`config.mk`:
```
export PLATFORM = sky130hd
export DESIGN_NAME = cplx_sram_streamer
export DESIGN_NICKNAME = d
export VERILOG_FILES = /design/src/rtl/cplx_sram_streamer.sv
export SDC_FILE = /design/constraint.sdc
export NUM_CORES = 1
export LEC_CHECK = 0
export CAP_MARGIN = 20
export CORE_MARGIN = 4
export CORE_UTILIZATION = 40
export DETAILED_ROUTE_END_ITERATION = 10
export DONT_BUFFER_PORTS = 1
export HOLD_SLACK_MARGIN = 0.12
export PLACE_DENSITY_LB_ADDON = 0.08
export SKIP_CTS_REPAIR_TIMING = 1
export SYNTH_ARGS = -nofsm -noshare
export SYNTH_HDL_FRONTEND = slang
export SYNTH_SLANG_ARGS = --single-unit
```
`constraint.sdc`:
```
create_clock -name clk -period 7.5 [get_ports clk]
set_input_delay 0.375 -clock clk [delete_from_list [all_inputs] [get_ports clk]]
set_output_delay 0.375 -clock clk [all_outputs]
set_load 0.05 [all_outputs]
```
`src/rtl/cplx_sram_streamer.sv`:
```
// Streams one frame of complex samples into external dual-port SRAM, then
// reads the frame back out in order through a 2-entry output buffer.
module cplx_sram_streamer #(
  parameter int unsigned DEPTH = 480,
  parameter int unsigned AW    = 16
) (
  input  logic          clk,
  input  logic          rst,
  input  logic          load_start,
  input  logic          in_valid,
  output logic          in_ready,
  input  logic [31:0]   in_real,
  input  logic [31:0]   in_imag,
  output logic          full,
  input  logic          unload_start,
  output logic          out_valid,
  input  logic          out_ready,
  output logic [31:0]   out_real,
  output logic [31:0]   out_imag,
  output logic          unload_done,
  output logic [3:0]    sram_wea0,
  output logic [AW-1:0] sram_addr0,
  output logic [31:0]   re_wdata0,
  output logic [31:0]   im_wdata0,
  output logic [AW-1:0] sram_addr1,
  input  logic [31:0]   re_rdata1,
  input  logic [31:0]   im_rdata1
);

  localparam int unsigned CW = $clog2(DEPTH + 1);

  typedef enum logic [1:0] {IDLE, LOAD, FULL, UNLOAD} state_t;

  state_t        state, state_nxt;
  logic [CW-1:0] wr_cnt, rd_cnt, out_cnt;
  logic [31:0]   buf_re [2];
  logic [31:0]   buf_im [2];
  logic          rptr, wptr;
  logic [1:0]    count;
  logic          inflight;
  logic [2:0]    occ;
  logic          in_fire, out_fire, rd_active, rd_issue, last_in, last_out;

  assign in_fire  = in_valid && (state == LOAD);
  assign out_fire = out_ready && (count != 2'd0);
  assign last_in  = in_fire && (wr_cnt == CW'(DEPTH - 1));
  assign last_out = out_fire && (out_cnt == CW'(DEPTH - 1));

  // The first read is issued in the FULL cycle that accepts unload_start so
  // that data reaches the output two cycles after the start request.
  assign rd_active = (state == UNLOAD) || ((state == FULL) && unload_start);
  assign occ       = 3'(count) + 3'(inflight) - 3'(out_fire);
  assign rd_issue  = rd_active && (rd_cnt < CW'(DEPTH)) && (occ < 3'd2);

  always_ff @(posedge clk) begin
    if (rst) state <= IDLE;
    else     state <= state_nxt;
  end

  always_comb begin
    state_nxt = state;
    unique case (state)
      IDLE:    if (load_start)   state_nxt = LOAD;
      LOAD:    if (last_in)      state_nxt = FULL;
      FULL:    if (unload_start) state_nxt = UNLOAD;
      UNLOAD:  if (last_out)     state_nxt = IDLE;
      default:                   state_nxt = IDLE;
    endcase
  end

  always_comb begin
    in_ready   = (state == LOAD);
    full       = (state == FULL);
    out_valid  = (count != 2'd0);
    sram_wea0  = in_fire ? 4'hF : 4'h0;
    sram_addr0 = in_fire ? AW'(wr_cnt) : '0;
    re_wdata0  = in_fire ? in_real : '0;
    im_wdata0  = in_fire ? in_imag : '0;
    sram_addr1 = rd_issue ? AW'(rd_cnt) : '0;
    out_real   = out_valid ? buf_re[rptr] : '0;
    out_imag   = out_valid ? buf_im[rptr] : '0;
  end

  always_ff @(posedge clk) begin
    if (rst) begin
      wr_cnt      <= '0;
      rd_cnt      <= '0;
      out_cnt     <= '0;
      inflight    <= 1'b0;
      count       <= '0;
      rptr        <= 1'b0;
      wptr        <= 1'b0;
      unload_done <= 1'b0;
      for (int unsigned i = 0; i < 2; i++) begin
        buf_re[i] <= '0;
        buf_im[i] <= '0;
      end
    end else begin
      if ((state == IDLE) && load_start) begin
        wr_cnt  <= '0;
        rd_cnt  <= '0;
        out_cnt <= '0;
      end else begin
        if (in_fire)  wr_cnt  <= wr_cnt + CW'(1);
        if (rd_issue) rd_cnt  <= rd_cnt + CW'(1);
        if (out_fire) out_cnt <= out_cnt + CW'(1);
      end
      inflight <= rd_issue;
      if (inflight) begin
        buf_re[wptr] <= re_rdata1;
        buf_im[wptr] <= im_rdata1;
        wptr         <= ~wptr;
      end
      if (out_fire) rptr <= ~rptr;
      count       <= count + 2'(inflight) - 2'(out_fire);
      unload_done <= last_out;
    end
  end

endmodule

```
==> run metrics <==
Mapped Cells 725; main combinational cell family by area after synthesis simple AND/OR/NAND/NOR gates; die area 0.0225 mm^2; met2 wire length 9580 um; #FFs+latches synth 164; Reg clk slew, reported paths 0.06 ns; die height 150 um; power per cell area 352 mW/mm^2; metal1 wirelength 7020 um; TritonRoute pass-1 iters 4; crit-path max cell delay 0.79 ns; routed via count 5066; most frequent CP cell ha_1; maximum vdd ir drop 0.245 mV; initial antenna violation count 0; Final Hold Viols 0; Worst path slowest cell nor4_4; nets 841; largest net degree at the start of global routing 78; ys async rst share 0; average routed wire per standard cell 19.2 um; vias in the first global route 5010; outcome finished clean; final WL 18700 um; DRC 0; total CTS buffers 17; port bufs 0; All-Layer GR Usage 0.161; Synth Area in Compound Gates 0.0233; post-DR vias/cell 5.20; skew final 0.00898 ns; Final ANT Viol Nets 0; routability congestion estimate 0.780; Relative slew margins 0.272; CTS tree yes; minimum clock period 3.88 ns; ys flop type edfxtp_1; worst hold path type input pin to register; Post-Syn Area 0.00806 mm^2; first-pass GRT wire length 27800 um; row cnt 51; Setup Crit Path Kind register to output pin; I/O pins 302; slew at the pin closest to its max-slew limit 1.09 ns; post-synthesis mux area share 0.0857; Worst Setup End Kind output pin; count of different cell masters after synthesis 43; clock sink total 164; final max-slew violation count 0; fraction of layout cells with a size suffix above 1 0.0649; Root Buffer clkbuf_16; HPWL after DPL 12200 um; cell family with most CP delay simple AND/OR/NAND/NOR gates; Synth-to-Final Area Change 10.0%; CTS max path bufs 2; drt first-iter violations 139; adder-cell share of the synthesized area 0.0165; largest fanout on the critical path 19; yosys warns 0; H-tree Lvls 4; Max Freq 0.257 GHz; cell-by-cell trace of the critical path o21a_1, ha_1, inv_1, ha_1, fa_1, nor4_4, and2_1; Worst Path Arrival 3.51 ns; clock latency on the worst-skew pair 0.42 ns; Synth Area in Simple Gates 0.243; number of synthesized flops with an enable pin 128; Initial Util 0.410; Synth Area in XOR/XNOR 0.0174; Buf/Inv on CP 1; RSZ-0062 raised after global routing false; register area share after synthesis 0.566; static leakage 0.00339 uW; Fin Setup TNS 0 ns; post-layout util 0.451; core area 0.0197 mm^2; die span in x 150 um; syn avg cell area 11.1 um^2; DR top layer met4; gr ovfl total 0; Worst Path Required 7.12 ns; CP startpoint kind register; Setup-failing EPs final 0; max_cap viols 0; met3 wire len 1630 um; final cycle utilization of the critical path 0.518
[metrics by stage]
| step | setup WS (ns) | instance area, um^2 | hold WS [ns] | power, uW | instances |
|---|---|---|---|---|---|
| final | 3.62 | 8870 | 0.149 | 3120 | 975 |
| after global routing | 3.39 | 8870 | 0.127 | 3260 | 974 |
| after CTS | 3.59 | 8790 | -0.00537 | 3150 | 970 |
| after detailed placement | 4.05 | 8180 | 0.446 | 2250 | 939 |
| after global placement | 4.13 | 8180 | 0.445 | 2230 | 939 |
| after floorplan | 2.01 | 8110 | 0.446 | 2120 | 738 |
[registers in the layout, indices dropped and copies added, names as in the netlist, named ones only]
signal	flops
buf_im	64
buf_re	64
count	2
inflight	1
out_cnt	9
rd_cnt	9
rptr	1
state	2
unload_done	1
wptr	1
wr_cnt	9
[placed cells by master (no fill, tap or decap), types with 5 or more instances in the layout]
cell type,n
dfxtp_1,35
mux2i_1,69
xnor2_1,12
edfxtp_1,128
and3_1,74
nor3_1,6
ha_1,8
inv_1,15
nor2_1,87
or3_1,5
conb_1,14
clkbuf_16,17
o21ai_0,6
a21oi_1,9
nand4_1,7
and2_1,137
nand2_1,17
[layer usage]
| layer | global-route usage | vias up |
|---|---|---|
| li1 | - | 2415 |
| met1 | 0.180 | 2426 |
| met2 | 0.279 | 198 |
| met3 | 0.0578 | 27 |
| met4 | 0.0663 | 0 |
| met5 | 0 | - |
[synth_stat cells (2+ instances only)]
cell type	instances	area (um^2)
buf_4	18	135
nor2b_1	2	12.5
xnor2_1	12	105
edfxtp_1	128	3840
nand2_1	17	63.8
a21oi_1	9	45.0
and3_1	75	469
a41o_1	2	20.0
xor2_1	4	35.0
nor4_1	2	12.5
buf_1	7	26.3
nand3_1	4	20.0
nand2b_1	2	12.5
mux2i_1	69	691
or3_1	5	31.3
dfxtp_1	36	721
o21ai_0	7	35.0
nor2_1	88	330
clkbuf_1	38	143
inv_1	15	56.3
ha_1	9	113
nand4_1	7	43.8
buf_2	5	25.0
a31oi_1	2	12.5
and2_1	138	863
nor3_1	7	35.0
[worst paths after layout]
path                           from                     endpoint  slack, ns  cells after the start
max reg2reg     count[1]$_SDFF_PP0_       rd_cnt[3]$_SDFFE_PP0P_       4.45                      8
max             count[1]$_SDFF_PP0_                sram_addr1[0]       3.62                      7
min reg2reg  rd_cnt[1]$_SDFFE_PP0P_       rd_cnt[1]$_SDFFE_PP0P_       0.50                      2
min                   re_rdata1[24]  buf_re[1][24]$_SDFFCE_PN0P_       0.15                      1
[layout make-up]
| type | instances | area [um^2] |
|---|---|---|
| Antenna cell | 1 | 2.50 |
| Clock buffer | 17 | 425 |
| Clock inverter | 14 | 186 |
| Fill cell | 1809 | 10800 |
| Inverter | 15 | 56.3 |
| Multi-Input combinational cell | 491 | 3190 |
| Sequential cell | 164 | 4570 |
| Tap cell | 265 | 332 |
| Timing Repair Buffer | 8 | 108 |
[power by group]
part	switching [uW]	leakage, uW	internal [uW]
sequential	32.0	0.00161	1060
clock	347	0.000292	553
combinational	918	0.00148	215
[kinds of logic (layout without fill, tap and decap cells)]
| family | count (synthesis) | in the layout |
|---|---|---|
| other | 1 | 15 |
| adder cells (fa/ha/maj) | 10 | 10 |
| AND/OR/NAND/NOR | 353 | 353 |
| XOR/XNOR | 16 | 16 |
| flip-flops | 164 | 164 |
| buffers and inverters | 83 | 54 |
| AO/OA/AOI/OAI | 29 | 29 |
| multiplexers | 69 | 69 |
Power figures use the tool's default switching activity.
